## config.mk

```make
export PLATFORM = sky130hd
export DESIGN_NAME = gearbox_66to32_flat
export DESIGN_NICKNAME = d
export VERILOG_FILES = /design/src/rtl/gearbox_66to32_if.sv /design/src/rtl/gearbox_66to32.sv /design/src/flat_wrapper.sv
export SDC_FILE = /design/constraint.sdc
export NUM_CORES = 1
export LEC_CHECK = 0
export ABC_AREA = 1
export CAP_MARGIN = 30
export CORE_ASPECT_RATIO = 0.75
export CORE_MARGIN = 2
export CORE_UTILIZATION = 40
export CTS_BUF_LIST = sky130_fd_sc_hd__clkbuf_2 sky130_fd_sc_hd__clkbuf_4 sky130_fd_sc_hd__clkbuf_8
export DETAILED_ROUTE_END_ITERATION = 12
export PLACE_DENSITY_LB_ADDON = 0.15
export REMOVE_ABC_BUFFERS = 1
export SYNTH_ARGS = -nofsm -noshare
export SYNTH_HDL_FRONTEND = slang
export SYNTH_SLANG_ARGS = --single-unit
```

## constraint.sdc

```tcl
create_clock -name CLK -period 2.5 [get_ports CLK]
set_input_delay 0.25 -clock CLK [delete_from_list [all_inputs] [get_ports CLK]]
set_output_delay 0.25 -clock CLK [all_outputs]
set_load 0.005 [all_outputs]
```

## src/rtl/gearbox_66to32_if.sv

```systemverilog
// Block-in / word-out bus between the 64b/66b scrambler, the TX gearbox and the serializer.
// master = scrambler/serializer side, slave = gearbox.
interface gearbox_66to32_if;
  logic [1:0]  sync_hdr;
  logic [63:0] data_scrambled;
  logic        in_valid;
  logic        in_ready;
  logic [31:0] out_data;
  logic        out_valid;

  modport master (
    output sync_hdr, data_scrambled, in_valid,
    input  in_ready, out_data, out_valid
  );

  modport slave (
    input  sync_hdr, data_scrambled, in_valid,
    output in_ready, out_data, out_valid
  );
endinterface

```

## src/rtl/gearbox_66to32.sv

```systemverilog
// TX gearbox: packs 66-bit blocks {payload, sync header} into a continuous 32-bit
// line word stream, LSB first, with in_ready backpressure and an illegal-header counter.
module gearbox_66to32 #(
  parameter int ERR_CNT_W = 8
) (
  input  logic                 CLK,
  input  logic                 reset,
  gearbox_66to32_if.slave      gb,
  output logic [ERR_CNT_W-1:0] hdr_err_cnt
);

  logic [127:0]         sbuf_p0;
  logic [7:0]           cnt_p0;
  logic [31:0]          word_p1;
  logic                 vld_p1;
  logic [ERR_CNT_W-1:0] err_p1;

  logic                 emit;
  logic [7:0]           rem;
  logic                 accept;
  logic                 hdr_bad;
  logic [65:0]          blk;
  logic [127:0]         sbuf_nxt;

  function automatic logic [ERR_CNT_W-1:0] sat_inc(input logic [ERR_CNT_W-1:0] v);
    return (&v) ? v : v + ERR_CNT_W'(1);
  endfunction

  // Decisions on the current fill level; the outgoing word leaves before the new block lands.
  always_comb begin
    emit     = (cnt_p0 >= 8'd32);
    rem      = emit ? (cnt_p0 - 8'd32) : cnt_p0;
    accept   = gb.in_valid && (rem <= 8'd62);
    hdr_bad  = (gb.sync_hdr[0] == gb.sync_hdr[1]);
    blk      = {gb.data_scrambled, gb.sync_hdr};
    sbuf_nxt = emit ? (sbuf_p0 >> 32) : sbuf_p0;
    if (accept) begin
      // Bits above the fill level are always zero, so OR-ing the block in is an insert.
      sbuf_nxt = sbuf_nxt | ({62'd0, blk} << rem);
    end
  end

  assign gb.in_ready  = (rem <= 8'd62);
  assign gb.out_data  = word_p1;
  assign gb.out_valid = vld_p1;
  assign hdr_err_cnt  = err_p1;

  // Stage boundary: buffer/fill level update and registered line word.
  always_ff @(posedge CLK or negedge reset) begin
    if (!reset) begin
      sbuf_p0 <= '0;
      cnt_p0  <= '0;
      word_p1 <= '0;
      vld_p1  <= 1'b0;
      err_p1  <= '0;
    end else begin
      sbuf_p0 <= sbuf_nxt;
      cnt_p0  <= accept ? (rem + 8'd66) : rem;
      vld_p1  <= emit;
      if (emit) begin
        word_p1 <= sbuf_p0[31:0];
      end
      if (accept && hdr_bad) begin
        err_p1 <= sat_inc(err_p1);
      end
    end
  end

endmodule

```

## src/flat_wrapper.sv

```systemverilog
// flat-port wrapper written by rule: the top's interface ports become plain ports
module gearbox_66to32_flat 
#(
  parameter int ERR_CNT_W = 8
)
  (CLK, reset, hdr_err_cnt, gb_sync_hdr, gb_data_scrambled, gb_in_valid, gb_in_ready, gb_out_data, gb_out_valid);
  gearbox_66to32_if gb_i ();
  input  logic CLK;
  input  logic reset;
  output logic [ERR_CNT_W-1:0] hdr_err_cnt;
  input wire logic [$bits(gb_i.sync_hdr)-1:0] gb_sync_hdr;
  input wire logic [$bits(gb_i.data_scrambled)-1:0] gb_data_scrambled;
  input wire logic [$bits(gb_i.in_valid)-1:0] gb_in_valid;
  output wire logic [$bits(gb_i.in_ready)-1:0] gb_in_ready;
  output wire logic [$bits(gb_i.out_data)-1:0] gb_out_data;
  output wire logic [$bits(gb_i.out_valid)-1:0] gb_out_valid;
  assign gb_i.sync_hdr = gb_sync_hdr;
  assign gb_i.data_scrambled = gb_data_scrambled;
  assign gb_i.in_valid = gb_in_valid;
  assign gb_in_ready = gb_i.in_ready;
  assign gb_out_data = gb_i.out_data;
  assign gb_out_valid = gb_i.out_valid;
  gearbox_66to32 #(.ERR_CNT_W(ERR_CNT_W)) u_core (.CLK(CLK), .reset(reset), .gb(gb_i), .hdr_err_cnt(hdr_err_cnt));
endmodule
```

# Word level (Yosys, flattened, before mapping)
# Index checks and enable logic that the tools add are counted.
# classes
multipliers,0
n_shift,1
n_div,0
n_lt_le_gt_ge,2
bitwise_logic,2
n_mux,4
reduce_logical,4
n_eq_ne,1
add_sub_neg,3
# ops
cell,n
128-bit 2-to-1 mux,2
128-bit bitwise OR,1
66-bit by 8-bit << shifter with 128-bit output,1
8-bit 2-to-1 mux,2
8-bit by 1-bit adder with 8-bit output (second input constant),1
8-bit by 7-bit adder with 8-bit output (second input constant),1
8-bit by 6-bit greater-or-equal comparator with 1-bit output (second input constant),1
8-bit by 6-bit less-or-equal comparator with 1-bit output (second input constant),1
8-bit AND reduction,1
8-bit by 6-bit subtractor with 8-bit output (second input constant),1
1-bit logical AND,2
2-bit AND reduction,1
1-bit equality test,1
1-bit inverter,1
# word_totals
ramBits,0
latchBits,0
register_bits,177
mem_bits_ro,0
wordCells,22
out_inout_bits,42
memories,0

# Depth between registers and ports, before layout
# logic_depth
word_depth,6
ltp_mapped,15
depth_no_buf,12

# Worst setup path before layout
# No wires, ideal clock.
# synth_path
path_kind,reg2reg
from,reg u_core.cnt_p0[2]
to,"reg u_core.err_p1[0], in the netlist u_core.hdr_err_cnt[0]"
t_required_ps,2382
period_less_slack_ps,2168
stages_incl_launch_ff,15
setup_time_ps,118
arrival_ps,2051
path_slack_ps,332
n_path_buf,3
path_cell_list,dfrtp_1 -> buf_2 -> inv_2 -> clkbuf_1 -> ha_1 -> nand4_2 -> nand2_4 -> nand4_1 -> nand2_1 -> nand2_1 -> nor2_4 -> buf_6 -> nand2_1 -> nand2_1 -> nand2_1
# synth_via
elab_chain_cells,6
# synth_rtl
element,line_no,text
"start, declared",gearbox_66to32.sv:13,logic [7:0] cnt_p0;
"start signal, assigned",gearbox_66to32.sv:58,cnt_p0 <= accept ? (rem + 8'd66) : rem;
8-bit by 6-bit subtractor with 8-bit output or 8-bit by 6-bit greater-or-equal comparator with 1-bit output (tied branches),"gearbox_66to32.sv:32, gearbox_66to32.sv:31",
8-bit 2-to-1 mux *,gearbox_66to32.sv:32,rem = emit ? (cnt_p0 - 8'd32) : cnt_p0;
8-bit by 6-bit less-or-equal comparator with 1-bit output *,gearbox_66to32.sv:33,accept = gb.in_valid && (rem <= 8'd62);
1-bit logical AND *,gearbox_66to32.sv:33,
1-bit logical AND *,gearbox_66to32.sv:63,if (accept && hdr_bad) begin
2-bit AND reduction (no line) *,-,
"end signal, assigned",gearbox_66to32.sv:64,err_p1 <= sat_inc(err_p1);
"end, declared",gearbox_66to32.sv:16,logic [ERR_CNT_W-1:0] err_p1;
# Mark *: on every way between the ends. The rest lies on a longest branch, timed or not.
# A chain may end at the register's enable or synchronous reset.

# Final worst setup path
# layout_path
from,reg u_core.cnt_p0[5]
to,reg u_core.sbuf_p0[112]
# layout_via
elab_chain_cells,5
# layout_rtl
element,line_no,text
8-bit by 6-bit subtractor with 8-bit output or 8-bit by 6-bit greater-or-equal comparator with 1-bit output (tied branches),"gearbox_66to32.sv:32, gearbox_66to32.sv:31",
8-bit 2-to-1 mux,gearbox_66to32.sv:32,
66-bit by 8-bit << shifter with 128-bit output or 8-bit by 6-bit less-or-equal comparator with 1-bit output (tied branches),"gearbox_66to32.sv:39, gearbox_66to32.sv:33",
128-bit bitwise OR or 1-bit logical AND (tied branches),"gearbox_66to32.sv:39, gearbox_66to32.sv:33",
128-bit 2-to-1 mux *,gearbox_66to32.sv:37,if (accept) begin
named net u_core.sbuf_nxt[112],gearbox_66to32.sv:23,logic [127:0] sbuf_nxt;
"end signal, assigned",gearbox_66to32.sv:57,sbuf_p0 <= sbuf_nxt;
"end, declared",gearbox_66to32.sv:12,logic [127:0] sbuf_p0;
# Mark *: on every way through the listed nets, which the timed path passes. The rest lies on a longest branch.

==> results_dict.tcl <==
set metrics [dict create \
    status "complete, no violations" \
    multi_input_area_mm2 0.00697 \
    dp_cells 2294 \
    grt_usage_pct 25.0 \
    maxCapViolCount 0 \
    grt_overflow 0 \
    stdcell_count 2332 \
    cp_common_cell "nand3_1" \
    fin_ws_ns 0.226 \
    drtAntennaViolNets 0 \
    max_freq_mhz 440 \
    arrival_ns 2.72 \
    yosysTopAreaCellShare_pct 36.5 \
    start_util_pct 40.4 \
    crit_required_ns 2.94 \
    worstMarginPinSlew_ns 0.741 \
    cts_buffer_depth 2 \
    synth.top_cells.by_area "dfrtp_1 (36%), nand3_1 (27%), nand2_1 (23%), clkbuf_1 (2.1%), nor2_1 (1.6%)" \
    hold_viol_final 0 \
    die_area_mm2 0.0316 \
    path_delay_family "simple AND/OR/NAND/NOR gates" \
    p_per_area_mw_per_mm2 1490 \
    cts_root_buffer "clkbuf_8" \
    finalPower_mw 20.7 \
    portBuffers 110 \
    use_met3_pct 4.19 \
    path_max_fanout 44 \
    fin_crit_ns 2.27 \
    worstRegToRegCells 10 \
    n_fill_cell 3184 \
    synth-warning-count 0 \
    critPathCaptureType "flip-flop" \
    r2r-start "u_core.cnt_p0[5]" \
    slowest_delay_ns 0.48 \
    regToRegEndpoint "u_core.sbuf_p0[112]" \
    num_rows 55 \
    synthToLayoutAreaGrowth_pct 15.5 \
    dp_hpwl_um 27200 \
    drv_slew 0 \
    worstSetupEndpoint "u_core.sbuf_p0[112]" \
    finalCritPeriodShare_pct 91.0 \
    cts-htree-levels 4 \
    cp.depth 10 \
    avgSynthCellArea_um2 6.40 \
    crit_buf_inv 2 \
    power_leakage_nw 6.83 \
    nets 1995 \
    drt-pass1-iter-count 6 \
    final_common_cell "nand2_1" \
    grtUsageMet2_pct 37.3 \
    die_x_um 205 \
    grt_pass1_vias 11800 \
    syn-instance-count 1889 \
    path_cells "ha_2, nand4_2, nand2_4, buf_4, nand2_2, buf_4, nand3_1, nand3_1, nand3_1, nand2_1" \
    drive_gt1_share_pct 5.07 \
    busiest_layer "met1" \
    drc_errors 0 \
    die_y_um 155 \
    viasPerCell 5.53 \
    synth_top_area_cell "dfrtp_1" \
    clock_sinks 176 \
    num_antenna_cells 0 \
    place_congestion 0.905 \
    crit_path_top_delay_cell "buf_4" \
    seqCellArea_mm2 0.00441 \
    dp_slack_ns 0.293 \
    ys_seq_area_share_pct 36.5 \
    synth_seq_cells 176 \
    skew_ns 0.0147 \
    setup_viol 0 \
    synth_cell_types 28 \
    grt_max_degree 83 \
    worst_setup_path_start_kind "flip-flop" \
    critPathKind "flip-flop to flip-flop" \
    initialDrtViolationCount 1249 \
    crit_start "u_core.cnt_p0[5]" \
    rsz0062_at_grt "false" \
    tritoncts "built" \
    use_met1_pct 37.7 \
    timing.hold.worst.class "primary input to async pin" \
    final_core_util_pct 46.6 \
    mostFrequentLayoutCells "nand2_1 (731), nand3_1 (662), dfrtp_1 (172)" \
    regToRegSetupSlack_ns 0.23 \
    coreArea_mm2 0.0299 \
    grt_pass1_wl_um 63000 \
    routed-via-count 12900 \
    syn_area_mm2 0.0121 \
    antenna_found_initial 0 \
    numCtsBuffers 17 \
    wl_um 38700 \
    clkTransAtPathRegs_ns 0.10 \
    slew_headroom_pct 50.6 \
    ir_worst_vdd_mv 0.968 \
    io_pins 111 \
    wire_per_inst_um 16.6 \
    clock_latency_ns 0.50 \
]
==> through the flow <==
step	instance area [µm²]	hold WS, ns	TNS (ns)
2_1_floorplan	11500	-0.0456	-704.99
3_3_place_gp	13500	0.281	0
3_5_place_dp	13500	0.281	0
4_1_cts	13900	0.304	0
5_1_grt	14000	0.334	0
6_report	14000	0.290	0
==> power by group <==
part	total, mW	internal, mW	leakage, nW	switching [mW]
Clock	1.96	0.813	0.192	1.15
Combinational	14.2	4.86	4.36	9.36
Sequential	4.56	3.96	2.28	0.601
Total	20.7	9.63	6.83	11.1
==> what timing repair did <==
| item | 4_1_cts | 5_1_grt |
|---|---|---|
| hold buffers | 1 | 0 |
| buffers inserted | 4 | 2 |
| resized for setup | 2 | 5 |
| pin swaps | 2 | 1 |
| endpoints found under the hold margin | 60 | 0 |
| endpoints found under the setup margin | 1 | 3 |
==> Yosys cell counts <==
cell type and number:
nor2_1 50, inv_4 1, dfrtp_1 176, a21oi_1 6, nor3_2 1, ha_1 5
nand3b_1 2, nor2_4 1, xnor2_1 2, xor2_1 8, inv_1 21, buf_1 28
nand2_1 733, clkbuf_1 66, nand4_2 1, nor3_1 3, o21ai_0 32, o21ai_1 1
o211ai_1 10, buf_2 35, buf_6 2, nand4_1 2, buf_4 10, o21bai_1 24
nand2_4 1, inv_2 5, nand2_2 1, nand3_1 662
==> flip-flops by register name, indices dropped and copies added (netlist names) <==
register             count
u_core.cnt_p0            7
u_core.gb.out_data      32
u_core.gb.out_valid      1
u_core.sbuf_p0         128
u_core.hdr_err_cnt       8
==> layout make-up <==
type	count	share of cell area, %
timing repair buffer	154	11.5
tap	399	3.58
sequential	176	31.6
clock inverter	13	0.914
inverter	27	0.762
multi-input combinational	1545	49.9
clock buffer	18	1.73
==> cell families after synthesis <==
| family | after synthesis | synth area share [%] |
|---|---|---|
| simple gates | 1457 | 52.5 |
| compound gates | 73 | 3.73 |
| fa+ha+maj | 5 | 0.518 |
| flops | 176 | 36.5 |
| xor+xnor | 10 | 0.725 |
| buf+inv | 168 | 6.04 |
==> layer usage <==
layer	share of wire (%)	wire [µm]	up-vias
met5	0	0	-
met4	0.76	295	0
met3	6.3	2430	18
met2	44	17100	371
met1	49	18800	6129
li1	-	-	6372
==> worst min path at each step <==
stage / start / to / cells after the start
after floorplan: reset / u_core.cnt_p0[1] / 0
final: reset / u_core.gb.out_data[0] / 2
after global placement: reset / u_core.gb.out_data[0] / 1
after global routing: reset / u_core.sbuf_p0[6] / 2
after detailed placement: reset / u_core.gb.out_data[16] / 1
after CTS: reset / u_core.gb.out_data[16] / 2
==> worst reg2reg max path: stages, from the launching register on <==
cell and delay (ns):
dfrtp_1 0.44, ha_2 0.21, nand4_2 0.10, nand2_4 0.07, buf_4 0.17, nand2_2 0.31, buf_4 0.48, nand3_1 0.18
nand3_1 0.09, nand3_1 0.08, nand2_1 0.08
(Power assumes the default switching activity.)
==> patch, RTL diff (same flow settings) <==
`ERR_CNT_W` is set to 8 in 2 places; all go to 12.
--- a/src/rtl/gearbox_66to32.sv
+++ b/src/rtl/gearbox_66to32.sv
@@ -3,3 +3,3 @@
 module gearbox_66to32 #(
-  parameter int ERR_CNT_W = 8
+  parameter int ERR_CNT_W = 12
 ) (
--- a/src/flat_wrapper.sv
+++ b/src/flat_wrapper.sv
@@ -3,3 +3,3 @@
 #(
-  parameter int ERR_CNT_W = 8
+  parameter int ERR_CNT_W = 12
 )
Ports: changed (resized hdr_err_cnt); port bits go from 111 to 115. No check against the original RTL was run, so the function may have changed too.
==> patch against the unedited design <==
Routed wire length grew 1.4%. Synthesized area is 1.9% higher. Synthesized cell count grew 3.2%. Cell area rose by 2.8%. Maximum frequency decreased by 4.8%. Setup slack got worse by 0.12 ns. Total power is 5.9% higher. Sequential power grew 4.8%. Sequential cell count up 4. Critical path type is now reg2out. Largest cell class unchanged.
==> patch: results (changes against the unedited design) <==
met2 routed WL 17100 um (about the same); Yosys cell types 27 (-3.6%); # H-tree levels 4 (unchanged); n_diodes 0 (unchanged); cell count after placement 2370 (+3.3%); first-pass GRT wire length 62800 um (-0.33%); Root Buffer clkbuf_8; crit path DAT 2.14 ns (-0.58 ns); GR Util met2 36.3% (-0.93 points); GRT Max-Usage Layer met2; post-CTS setup buffer count 0 (-4); grt met3 use 4.57% (+0.38 points); status complete, no violations; final clock skew 0.0116 ns (-0.00308 ns); Slew HR 46.8% (-3.8 points); Initial DRT Pass Iterations 5 (-1); Routed WL 39200 um (+1.4%); layout cell share with drive strength beyond 1 5.18% (+0.11 points); clock latency at the later pin of the worst-skew pair 0.50 ns (about the same); slowest CP cell dfrtp_2; WL/cell 16.3 um (-1.7%); initial antenna violation count 0 (unchanged); Worst Hold Class in2async; top post-synthesis cells by area dfrtp_1 37%, nand3_1 27%, nand2_1 23%; WL met1 19000 um (+0.73%); crit-path max cell delay 0.43 ns (-0.05 ns); delay-heaviest family, CP buffers and inverters; worst-path maximum fanout 7 (-84%); Reg with most FFs u_core.sbuf_p0; number of hold buffers added after cts 1 (unchanged); most instantiated cells after synthesis 766 x nand2_1, 665 x nand3_1, 180 x dfrtp_1; met3 wire len 2710 um (+12%); Worst-path clk slew 0.11 ns; port bufs 114 (+3.6%); Final HPWL DP 27100 um (-0.12%); Gate Count Post-Synth 1949 (+3.2%); met1 usage 36.3% (-1.4 points); Most used DFF post-synth dfrtp_1; number of synthesized flops with an enable pin 0 (unchanged); max FFs per register 128 (unchanged); Final setup viols 0 (unchanged); Leak 7.04 nW (+3.1%); routability cong. 0.921 (+1.7%); DRT iter0 DRCs 1262 (+1.0%); largest net degree at the start of global routing 120 (+45%); Seq/Total Area, Yosys 36.6% (+0.14 points); GRT Total Usage 24.3% (-0.62 points); Max IR drop VDD 0.00117 V (+21%); nets 2068 (+3.7%); Vias/cell 5.57 (+0.85%); Syn. warnings 0 (unchanged); top sig layer met4; # resized after CTS 1 (-1); vias in the first global route 12.2k (+3.1%); Longest Clk Path Bufs 2 (unchanged)
## patch: changes by cell type after synthesis, moves of 6 or more
cell      delta
o21ai_0      -6
buf_4        -7
o21bai_1    -10
nand2_1     +33
nor2_1      +23
buf_1        +9
## patch: per-stage QoR
stage	TNS [ns]	utilization (%)	cell area (um^2)	setup WS (ns)	hold WS, ns
finish	0	47.5	14400	0.111	0.276
global route	0	47.5	14400	0.000784	0.305
CTS	0	47.4	14300	0.0353	0.276
detailed placement	0	46.1	13900	0.0393	0.276
global placement	-8.77	45.9	13900	-0.380	0.276
floorplan	-953.49	-	11700	-6.06	-0.0456
## patch: layout make-up
class                           count  area, um^2
Tap cell                          399         499
Timing Repair Buffer              168        1710
Sequential cell                   180        4510
Multi-Input combinational cell   1597        7130
Clock inverter                     14         141
Inverter                           30         118
Clock buffer                       18         248
Fill cell                        3161       15900
## patch: worst paths after layout
| kind | from | end | cells after the start |
|---|---|---|---|
| max | u_core.cnt_p0[2] | gb_in_ready | 8 |
| min | reset | u_core.gb.out_data[26] | 2 |
| max reg2reg | u_core.cnt_p0[2] | u_core.sbuf_p0[69] | 13 |
| min reg2reg | u_core.sbuf_p0[15] | u_core.gb.out_data[15] | 2 |
| max in group asynchronous | reset | u_core.sbuf_p0[12] | 3 |
| min in group CLK | u_core.sbuf_p0[15] | u_core.gb.out_data[15] | 2 |
## patch: logic make-up after synthesis
group,Yosys count,share of synthesized area (%)
flops,180,36.6
fa+ha+maj,5,0.508
xor+xnor,13,0.925
compound gates,60,2.88
buf+inv,173,5.69
simple gates,1516,53.2
mux,2,0.163
## patch: report_power, final
part	internal, mW	switching [mW]
registers	4.13	0.648
clock network	0.843	1.20
logic	5.21	9.95
total	10.2	11.8
